**src/rtl/mem_arbiter.sv**
```systemverilog
// Arbitrates a single-port memory between instruction fetch and load/store data,
// with one outstanding transaction, a fetch starvation guard and a memory timeout.
module mem_arbiter #(
    parameter int unsigned STARVE_MAX = 4,
    parameter int unsigned TIMEOUT    = 16
) (
    input  logic        clk_i,
    input  logic        rst_i,
    input  logic        if_req_i,
    input  logic [31:0] if_addr_i,
    output logic        if_valid_o,
    output logic [31:0] if_rdata_o,
    input  logic        d_req_i,
    input  logic        d_we_i,
    input  logic [31:0] d_addr_i,
    input  logic [31:0] d_wdata_i,
    input  logic [3:0]  d_be_i,
    output logic        d_valid_o,
    output logic [31:0] d_rdata_o,
    output logic        err_o,
    output logic        mem_req_o,
    output logic        mem_we_o,
    output logic [31:0] mem_addr_o,
    output logic [31:0] mem_wdata_o,
    output logic [3:0]  mem_be_o,
    input  logic        mem_ready_i,
    input  logic [31:0] mem_rdata_i
);
    localparam int unsigned SW = $clog2(STARVE_MAX + 1);
    localparam int unsigned TW = $clog2(TIMEOUT);
    localparam logic [SW-1:0] STARVE_LIM = SW'(STARVE_MAX);
    localparam logic [TW-1:0] TO_LIM     = TW'(TIMEOUT - 1);

    typedef enum logic [1:0] {IDLE, BUSY_IF, BUSY_D} state_t;

    state_t        state_q;
    logic [SW-1:0] starve_q;
    logic [TW-1:0] tcnt_q;
    logic          mem_req_q, mem_we_q;
    logic [31:0]   mem_addr_q, mem_wdata_q;
    logic [3:0]    mem_be_q;
    logic          if_valid_q, d_valid_q, err_q;
    logic [31:0]   if_rdata_q, d_rdata_q;

    logic if_elig, d_elig, pick_if, pick_d;

    // A port whose valid is pulsing this cycle is being retired and must not be re-granted.
    always_comb begin
        if_elig = if_req_i && !if_valid_q;
        d_elig  = d_req_i && !d_valid_q;
        pick_if = if_elig && (!d_elig || (starve_q == STARVE_LIM));
        pick_d  = d_elig && !pick_if;
    end

    always_ff @(posedge clk_i) begin
        if (!rst_i) begin
            state_q     <= IDLE;
            starve_q    <= '0;
            tcnt_q      <= '0;
            mem_req_q   <= 1'b0;
            mem_we_q    <= 1'b0;
            mem_addr_q  <= '0;
            mem_wdata_q <= '0;
            mem_be_q    <= '0;
            if_valid_q  <= 1'b0;
            d_valid_q   <= 1'b0;
            err_q       <= 1'b0;
            if_rdata_q  <= '0;
            d_rdata_q   <= '0;
        end else begin
            if_valid_q <= 1'b0;
            d_valid_q  <= 1'b0;
            err_q      <= 1'b0;
            case (state_q)
                IDLE: begin
                    tcnt_q <= '0;
                    if (pick_if) begin
                        state_q     <= BUSY_IF;
                        mem_req_q   <= 1'b1;
                        mem_we_q    <= 1'b0;
                        mem_addr_q  <= if_addr_i;
                        mem_wdata_q <= '0;
                        mem_be_q    <= 4'hF;
                        starve_q    <= '0;
                    end else if (pick_d) begin
                        state_q     <= BUSY_D;
                        mem_req_q   <= 1'b1;
                        mem_we_q    <= d_we_i;
                        mem_addr_q  <= d_addr_i;
                        mem_wdata_q <= d_wdata_i;
                        mem_be_q    <= d_be_i;
                        if (!if_elig) begin
                            starve_q <= '0;
                        end else if (starve_q != STARVE_LIM) begin
                            starve_q <= starve_q + SW'(1);
                        end
                    end
                end
                BUSY_IF, BUSY_D: begin
                    // A ready arriving on the limit cycle wins over the timeout.
                    if (mem_ready_i || (tcnt_q == TO_LIM)) begin
                        state_q   <= IDLE;
                        mem_req_q <= 1'b0;
                        mem_we_q  <= 1'b0;
                        tcnt_q    <= '0;
                        err_q     <= !mem_ready_i;
                        if (state_q == BUSY_IF) begin
                            if_valid_q <= 1'b1;
                            if_rdata_q <= mem_ready_i ? mem_rdata_i : 32'h0;
                        end else begin
                            d_valid_q <= 1'b1;
                            d_rdata_q <= mem_ready_i ? mem_rdata_i : 32'h0;
                        end
                    end else begin
                        tcnt_q <= tcnt_q + TW'(1);
                    end
                end
                default: state_q <= IDLE;
            endcase
        end
    end

    assign if_valid_o  = if_valid_q;
    assign if_rdata_o  = if_rdata_q;
    assign d_valid_o   = d_valid_q;
    assign d_rdata_o   = d_rdata_q;
    assign err_o       = err_q;
    assign mem_req_o   = mem_req_q;
    assign mem_we_o    = mem_we_q;
    assign mem_addr_o  = mem_addr_q;
    assign mem_wdata_o = mem_wdata_q;
    assign mem_be_o    = mem_be_q;
endmodule
```
**config.mk**
```make
export PLATFORM = sky130hd
export DESIGN_NAME = mem_arbiter
export DESIGN_NICKNAME = d
export VERILOG_FILES = /design/src/rtl/mem_arbiter.sv
export SDC_FILE = /design/constraint.sdc
export NUM_CORES = 1
export LEC_CHECK = 0
export BUFFER_PORTS_ARGS = -buffer_cell sky130_fd_sc_hd__buf_4
export CAP_MARGIN = 15
export CELL_PAD_IN_SITES_DETAIL_PLACEMENT = 1
export CELL_PAD_IN_SITES_GLOBAL_PLACEMENT = 1
export CORE_MARGIN = 2
export CORE_UTILIZATION = 34
export CTS_BUF_LIST = sky130_fd_sc_hd__clkbuf_2
export CTS_CLUSTER_SIZE = 25
export DETAILED_ROUTE_END_ITERATION = 8
export PLACE_DENSITY = 0.92
export SYNTH_ARGS = -nofsm -noshare
export SYNTH_HDL_FRONTEND = slang
export SYNTH_SLANG_ARGS = --single-unit
```
**constraint.sdc**
```tcl
create_clock -name clk_i -period 2.14 [get_ports clk_i]
set_clock_uncertainty 0.1 [all_clocks]
set_input_delay 0.642 -clock clk_i [delete_from_list [all_inputs] [get_ports clk_i]]
set_output_delay 0.642 -clock clk_i [all_outputs]
set_load 0.01 [all_outputs]
```
==> metrics.txt, run 1 <==
outcome completed; Switching Share 0.304; leading area contributor after synthesis dfxtp_1; vias per inst ~5.2; Logic pwr share 0.235; Die Width 131 um; Slowest cell on crit path dfxtp_1; crit-path cells inv_1 -> ha_1 -> and2_1 -> o21ai_4 -> buf_12 -> nand4_1 -> a21boi_0; Crit Path Max Fanout 16; max-slew violation count 0; Crit. Startpoint starve_q[0]; PwrDens roughly 740 nW/um2; CP required ~2.7 ns; Slew @ Worst Pin 0.461 ns; RR Endpoint starve_q[0]; worst skew pair latency 0.72 ns; P_leak 4.01 nW; clock share of power 0.302; initial antenna violation count 1; syn_nets a little over 700; full die area 17200 um2; first-pass GRT wire length 33800 um; global-route usage over all layers 0.258; placed cells 1021; r2r setup slk 0.08 ns; Reg2Reg Depth 7; Mean Syn Cell Area 9.79 um2; origin of the critical flop-to-flop path starve_q[0]; number of I/O port buffers 274; largest net degree at the start of global routing between 50 and 60; Setup CP Type register to register; Max Root-Sink Buffers 2; share of post-route cells with drive strength above 1 0.377; gr busiest metal met2; CP endpoint starve_q[0]; VDD IR-drop max roughly 0.00036 V; Mapped Area 5480 um2; Gate Count Post-Synth 560; CTS tree yes; clk sinks roughly 150; Avg WL per Cell 21.0 um; Boundary Pins 275; core area 15800 um2; fmax 0.486 GHz; vias in the first global route 6413; total number of H-tree levels 4; Tcrit/Tclk final 0.962; final non-filler cell total 1145; DR vias 5966; GPL Wtd Cong 0.757; Setup crit end kind register; Synth Register Bits 146; Main synth FF type dfxtp_1; Rel. slew slack 0.693; met1 usage 0.255; clk root buf clkbuf_2; Unique masters post-synth 36; most frequent cell after synthesis dfxtp_1; Placement Rows 46; sequential share of power 0.463; Syn. warnings 0; Final #Nets ~1100; Max-Cap Viols 0; final core occ 0.574; synth cell count leaders dfxtp_1 (146), nand2_1 (72), nor2b_1 (70), a22oi_1 (65), o21ai_0 (35); cts bufs inserted 17; Die Span Y 131 um; TritonRoute pass-1 iters 5; Clock transition at path regs about 0.24 ns; global route total overflow 0; Synth area leaders dfxtp_1 (53%), a22oi_1 (8.9%), nor2b_1 (8.0%); WL final 24100 um; Iter 0 DRT Violations 264; Initial Utilization 0.346; Psw 2.03 mW; Synth top area share 0.533; dpl hpwl around 13000 um; met2 Usage GRT 0.472; crit-path max cell delay 0.43 ns; final setup vio count 0; Internal Power 4.65 mW; final antenna-violating net count 0; EDFF count, synth 0; worst hold path class input pin to register; asr flop ratio synth 0; Tmin final 2.06 ns; Final Hold Vio Count 0; Seq/Total Area, Yosys 0.533; crit start category register; Residual DRC 0; met3 Use GR 0.0871; Area Overhead vs Synth 65.7%; crit path DAT about 2.6 ns
cell families after synthesis:
logic type	Yosys count	share of synthesized area
buf+inv	56	0.0491
mux	2	0.00365
flops	146	0.533
simple gates	166	0.159
fa+ha+maj	6	0.0137
compound gates	184	0.242
through the flow:
| stage | TNS (ns) | hold WS (ns) | setup WS, ns | area [um2] | power (mW) |
|---|---|---|---|---|---|
| 6_report | 0 | 0.0787 | 0.0821 | 9080 | 6.68 |
| 5_1_grt | -0.0201 | 0.00838 | -0.0201 | 9080 | 6.95 |
| 4_1_cts | 0 | 0.00156 | 0.0129 | 8940 | 6.58 |
| 3_5_place_dp | 0 | 0.362 | 0.0909 | 7830 | 4.46 |
| 3_3_place_gp | 0 | 0.349 | 0.142 | 7830 | 4.41 |
| 2_1_floorplan | 0 | 0.357 | 0.332 | 5480 | 3.71 |
power groups by stage:
| stage | logic, mW | clock network (mW) | registers, mW |
|---|---|---|---|
| after CTS | 1.47 | 2.04 | 3.06 |
| after floorplan | 0.520 | 0 | 3.19 |
| final | 1.57 | 2.02 | 3.09 |
| after detailed placement | 1.35 | 0 | 3.11 |
| after global routing | 1.67 | 2.17 | 3.11 |
| after global placement | 1.31 | 0 | 3.10 |
worst min-delay path by stage:
stage / depth (start not counted) / slack, ns / from / end
6_report: 3 / 0.08 / d_addr_i[21] / mem_addr_o[21]
5_1_grt: 3 / 0.008 / d_addr_i[21] / mem_addr_o[21]
4_1_cts: 3 / 0.002 / if_addr_i[12] / mem_addr_o[12]
3_5_place_dp: 2 / 0.36 / mem_we_o / mem_we_o
3_3_place_gp: 2 / 0.35 / mem_we_o / mem_we_o
2_1_floorplan: 2 / 0.36 / tcnt_q[1] / tcnt_q[1]
registers in the layout, indices dropped and copies added, names as in the netlist, 2 cells and up:
register / count
mem_wdata_o: 32
tcnt_q: 4
mem_addr_o: 32
starve_q: 3
mem_be_o: 4
state_q: 2
if_rdata_o: 32
d_rdata_o: 32
repair_timing:
| item | 4_1_cts | 5_1_grt |
|---|---|---|
| setup endpoints to repair | 0 | 16 |
| hold endpoints to repair | 63 | 10 |
| buffers inserted | 0 | 0 |
| gates resized for setup | 0 | 14 |
| hold buffers | 80 | 11 |
final cells by class:
type / count / area (um2)
inverters: 7 / 26.3
multi-input cells: 358 / 2310
well taps: 216 / 270
repair buffers: 385 / 3220
clock buffers: 17 / 85.1
flip-flops and latches: 146 / 2940
diodes: 1 / 2.50
fillers: 1740 / 6750
clock inverters: 15 / 226
critical path, delay by kind of cell (launching register included):
family	cells	cell delay, ns
AO/OA/AOI/OAI	2	0.60
buffers and inverters	2	0.29
flip-flops	1	0.43
AND/OR/NAND/NOR	2	0.38
adder cells (fa/ha/maj)	1	0.19
metal layers:
layer,vias to the layer above,part of all wire
met5,-,0
met4,0,0.042
met3,70,0.074
met2,297,0.53
met1,2884,0.36
li1,2715,-
placed cells by master, fill, tap and decap left out, types with 3 or more instances in the layout:
master / count
a31oi_1: 32
dlygate4sd3_1: 91
buf_12: 8
o21ai_0: 35
inv_6: 4
inv_1: 7
ha_1: 6
nor2b_1: 69
and2_1: 3
nand2b_1: 3
buf_4: 286
o221a_2: 4
a22oi_1: 65
nor2_1: 4
a21boi_0: 5
a22o_1: 32
nand2_1: 72
dfxtp_2: 13
dfxtp_1: 133
clkbuf_2: 17
bufinv_16: 5
Note: power is estimated with default switching activity, not from simulation.
==> run 2: changes to the inputs <==
--- a/config.mk
+++ b/config.mk
@@ -5,7 +5,7 @@
 export SDC_FILE = /design/constraint.sdc
 export NUM_CORES = 1
 export LEC_CHECK = 0
-export BUFFER_PORTS_ARGS = -buffer_cell sky130_fd_sc_hd__buf_4
+export BUFFER_PORTS_ARGS = -buffer_cell sky130_fd_sc_hd__buf_2
 export CAP_MARGIN = 15
 export CELL_PAD_IN_SITES_DETAIL_PLACEMENT = 1
 export CELL_PAD_IN_SITES_GLOBAL_PLACEMENT = 1
==> run 2 against run 1 <==
Net effect: critical path depth down 6; sequential share of layout area is 2.1 points higher; worst setup slack gained 0.016 ns; cell count is 2.4% higher; critical endpoint is now mem_addr_o[12]; largest cell class is now flip-flops and latches; highest routed layer unchanged.
==> metrics.txt, run 2 (synthesis gave the netlist of run 1 again) <==
CP Depth 1; Slew @ Worst Pin 0.457 ns; number of I/O port buffers 274; r2r setup slk roughly 0.12 ns; largest net degree at the start of global routing 106; Fin Setup TNS 0 ns; worst hold path class input pin to register; Reg2Reg Depth 7; Max-Cap Viols 0; final core occ 0.542; PwrDens 699 nW/um2; clk root buf clkbuf_2; DR vias 6055; core area approximately 16000 um2; CP delay by family, top flip-flops; Setup CP Type register to primary output; max-slew violation count 0; final antenna-violating net count 0; P_leak 3.92 nW; Crit path buffers/inverters 1; Final #Nets 1085; global-route usage over all layers 0.263; Residual DRC 0; total number of H-tree levels 4; Die Span Y 131 um; Tmin final 2.04 ns; cts bufs inserted 17; area of the multi-input gates approximately 2300 um2; Clock transition at path regs 0.25 ns; origin of the critical flop-to-flop path starve_q[0]; Avg WL per Cell 20.1 um; Boundary Pins 275; vias in the first global route roughly 6600; Initial Utilization 0.346; Rel. slew slack 0.695; share of post-route cells with drive strength above 1 0.382; crit start category register; RR Endpoint mem_addr_o[29]; Die Width 131 um; first-pass GRT wire length 34700 um; vias per inst 5.17; CP endpoint mem_addr_o[12]; Tcrit/Tclk final 0.954; full die area 17200 um2; Total Power roughly 6 mW; Placed Instance Area 7110 um2; Setup crit end kind primary output; fin area roughly 8600 um2; Area Overhead vs Synth 56.6%; crit-path max cell delay 0.43 ns; crit path DAT between 1 and 1.5 ns; VDD IR-drop max around 0.00030 V; fmax 0.490 GHz; Crit. Startpoint mem_addr_o[12]; final hold slack 0.0998 ns; CTS tree yes; commonest non-fill, non-tap cell in the layout buf_2; final setup vio count 0; initial antenna violation count 2; worst skew pair latency 0.73 ns; Final Hold Vio Count 0; TritonRoute pass-1 iters 5; Iter 0 DRT Violations 283; Placement Rows 46; clk sinks around 150; Register Area 2960 um2; WL final roughly 24000 um; global route total overflow 0; Crit Path Max Fanout 2; outcome completed; Slowest cell on crit path dfxtp_1; CP required roughly 1.4 ns; dpl hpwl 12600 um; Max Root-Sink Buffers 2; commonest cells after routing, fill and taps aside buf_2 (270), dlygate4sd3_1 (120), dfxtp_1 (118); fillers between 1500 and 2000; GPL Wtd Cong 0.762; crit-path cells buf_2
[run 2: cell count changes in the layout (fill, tap and decap cells not counted), moves of 5 or more]
cell           previous run  this run
buf_2                     0       270
dlygate4sd3_1            91       120
clkinvlp_4                0         6
dfxtp_2                  13        28
dfxtp_1                 133       118
bufinv_16                 5         0
buf_4                   286        13
[run 2: worst min path at each step]
| stage | startpoint | end | slack (ns) | cells after the start |
|---|---|---|---|---|
| finish | d_wdata_i[25] | mem_wdata_o[25] | 0.1 | 3 |
| global route | d_wdata_i[25] | mem_wdata_o[25] | 0.02 | 3 |
| CTS | d_wdata_i[25] | mem_wdata_o[25] | 0.002 | 3 |
| detailed placement | mem_we_o | mem_we_o | 0.36 | 2 |
| global placement | mem_we_o | mem_we_o | 0.35 | 2 |
| floorplan | tcnt_q[1] | tcnt_q[1] | 0.36 | 2 |
[run 2: report_power, final]
group          internal (mW)  switching (mW)
sequential              2.95           0.140
combinational          0.662           0.760
clock                  0.332            1.16
[run 2: timing repair]
action                                  CTS  global route
pin swaps                                 0             0
endpoints found under the setup margin    4            24
gates resized for setup                   5            28
hold buffers                            120             0
buffers inserted                          0             0
hold endpoints to repair                104             0
cloned                                    0             0
[run 2: worst register-to-register path, cell delays in order (launching register included)]
cell,delay [ns]
dfxtp_1,0.41
inv_1,0.08
ha_1,0.18
and2_1,0.22
o21ai_2,0.39
buf_12,0.25
nand2_1,0.13
a31oi_1,0.21
[run 2: area by class of cell]
cell class,instances,area share
multi-input cells,358,0.269
flip-flops and latches,146,0.345
clock buffers,17,0.00991
inverters,7,0.00306
well taps,216,0.0315
clock inverters,15,0.0144
diodes,2,0.000583
repair buffers,411,0.326
[run 2: per-stage QoR]
step / setup WS (ns) / cells
6_report: 0.0984 / 1172
5_1_grt: -0.0103 / 1172
3_5_place_dp: 0.0801 / 1018
3_3_place_gp: 0.208 / 1018
4_1_cts: 0.00157 / 1170
2_1_floorplan: 0.332 / 560
[run 2: layer usage]
layer,vias to the layer above,GRT usage,wire (um)
li1,2759,-,-
met1,2936,0.265,8570
met2,295,0.487,12400
met3,65,0.0839,1720
met4,0,0.131,840
met5,-,0,0
==> run 3: changes to the inputs <==
==> constraint.sdc (replaced) <==
create_clock -name clk_i -period 2.14 [get_ports clk_i]
set_clock_uncertainty 0.1 [all_clocks]
set_input_delay 0.428 -clock clk_i [delete_from_list [all_inputs] [get_ports clk_i]]
set_output_delay 0.428 -clock clk_i [all_outputs]
set_load 0.01 [all_outputs]
==> run 3 against run 2 <==
Net effect: clock-buffer cell count is the same; register-to-register slack is essentially flat; critical path depth grew 5; die area stayed put; largest cell class unchanged; critical endpoint is now mem_addr_o[9]; via count increased by 2.8%; cell count grew 1.1%; first-iteration DRC count down 7.4%; combinational power barely moved; worst setup slack better by 0.033 ns; non-clock buffer count increased by 11; design area increased by 1.4%.
==> metrics.txt, run 3 (synthesis gave the netlist of run 1 again) <==
Setup crit end kind register; Avg WL per Cell 20.2 um; initial antenna violation count 4; hold depth 4; fin area a little under 9000 um2; cts bufs inserted 17; full die area 17200 um2; global route total overflow 0; vias in the first global route 6612; Initial Utilization 0.346; Residual DRC 0; Total Power 6.22 mW; crit-path max cell delay 0.38 ns; Final #Nets 1096; final hold slack between 0.09 and 0.1 ns; Area Overhead vs Synth 58.8%; Boundary Pins 275; final antenna-violating net count 0; Clock transition at path regs 0.24 ns; Max Root-Sink Buffers 2; PwrDens ~710 nW/um2; dpl hpwl 12400 um; worst hold path class input pin to register; share of post-route cells with drive strength above 1 0.343; Crit Path Max Fanout 42; placed cells 1013; Slew @ Worst Pin 0.478 ns; Die Span Y 131 um; crit start category register; global-route usage over all layers 0.268; max-slew violation count 0; crit path DAT 2.57 ns; Placed Instance Area 7070 um2; RSZ-0062 raised after global routing no; Rel. slew slack 0.681; final non-filler cell total 1185; Die Width 131 um; DR vias about 6200; CTS tree yes; Tcrit/Tclk final 0.939; Tmin final 2.01 ns; Reg2Reg Depth 6; Iter 0 DRT Violations 262; fmax 0.498 GHz; fin worst setup slack 0.131 ns; crit-path cells inv_1 -> ha_1 -> o21a_2 -> buf_4 -> o21ai_0 -> a31oi_1; Place WS around 0.22 ns; number of I/O port buffers approximately 270; commonest cells after routing, fill and taps aside buf_2 (274), dfxtp_1 (146), dlygate4sd3_1 (136); total number of H-tree levels 4; Slowest cell on crit path dfxtp_1; commonest non-fill, non-tap cell in the layout buf_2; fillers 1867; Placement Rows 46; Fin Setup TNS 0 ns; WL final 23900 um; worst skew pair latency between 0.7 and 0.8 ns; final setup vio count 0; VDD IR-drop max 0.000360 V; Max-Cap Viols 0; CP required 2.70 ns; first-pass GRT wire length 35100 um; clk root buf clkbuf_2; vias per inst 5.25; Setup CP Type register to register; Final Hold Vio Count 0; clk sinks 146; GPL Wtd Cong 0.777; largest net degree at the start of global routing 103; final core occ 0.550; TritonRoute pass-1 iters 6; P_leak 3.98 nW; core area 15800 um2; outcome completed
run 3: cell type report:
| cell class | count | area, um2 | area share |
|---|---|---|---|
| Antenna cell | 4 | 10.0 | 0.00115 |
| Timing Repair Buffer | 422 | 2910 | 0.334 |
| Clock inverter | 15 | 173 | 0.0198 |
| Sequential cell | 146 | 2920 | 0.336 |
| Multi-Input combinational cell | 358 | 2300 | 0.265 |
| Clock buffer | 17 | 85.1 | 0.00978 |
| Inverter | 7 | 26.3 | 0.00302 |
| Tap cell | 216 | 270 | 0.0311 |
run 3: report_power, final:
part,switching [mW],internal (mW)
clock network,1.14,0.570
logic,0.766,0.657
registers,0.144,2.94
run 3: metal layers:
layer	global-route usage	wire, um	vias up
met4	0.132	810	0
met5	0	0	-
met3	0.0749	1720	67
met2	0.486	12400	311
li1	-	-	2799
met1	0.286	8910	3046
run 3: worst max-delay path, delay by kind of cell, from the launching register on:
family                     cells  cell delay, ns
buffers and inverters          2            0.44
adders and majority gates      1            0.34
AOI/OAI and AO/OA              3            0.68
DFF                            1            0.38
run 3: timing repair:
action / CTS / global route
buffers inserted: 0 / 0
gates resized for setup: 0 / 0
hold buffers: 136 / 0
hold endpoints to repair: 143 / 0
run 3: path summary, 6_finish.rpt:
| path | from | to | slack (ns) |
|---|---|---|---|
| setup reg to reg | state_q[1] | mem_addr_o[9] | 0.13 |
| hold reg to reg | d_rdata_o[24] | d_rdata_o[24] | 0.41 |
| setup / recovery | state_q[1] | mem_addr_o[9] | 0.13 |
| hold / removal | if_req_i | starve_q[1] | 0.1 |
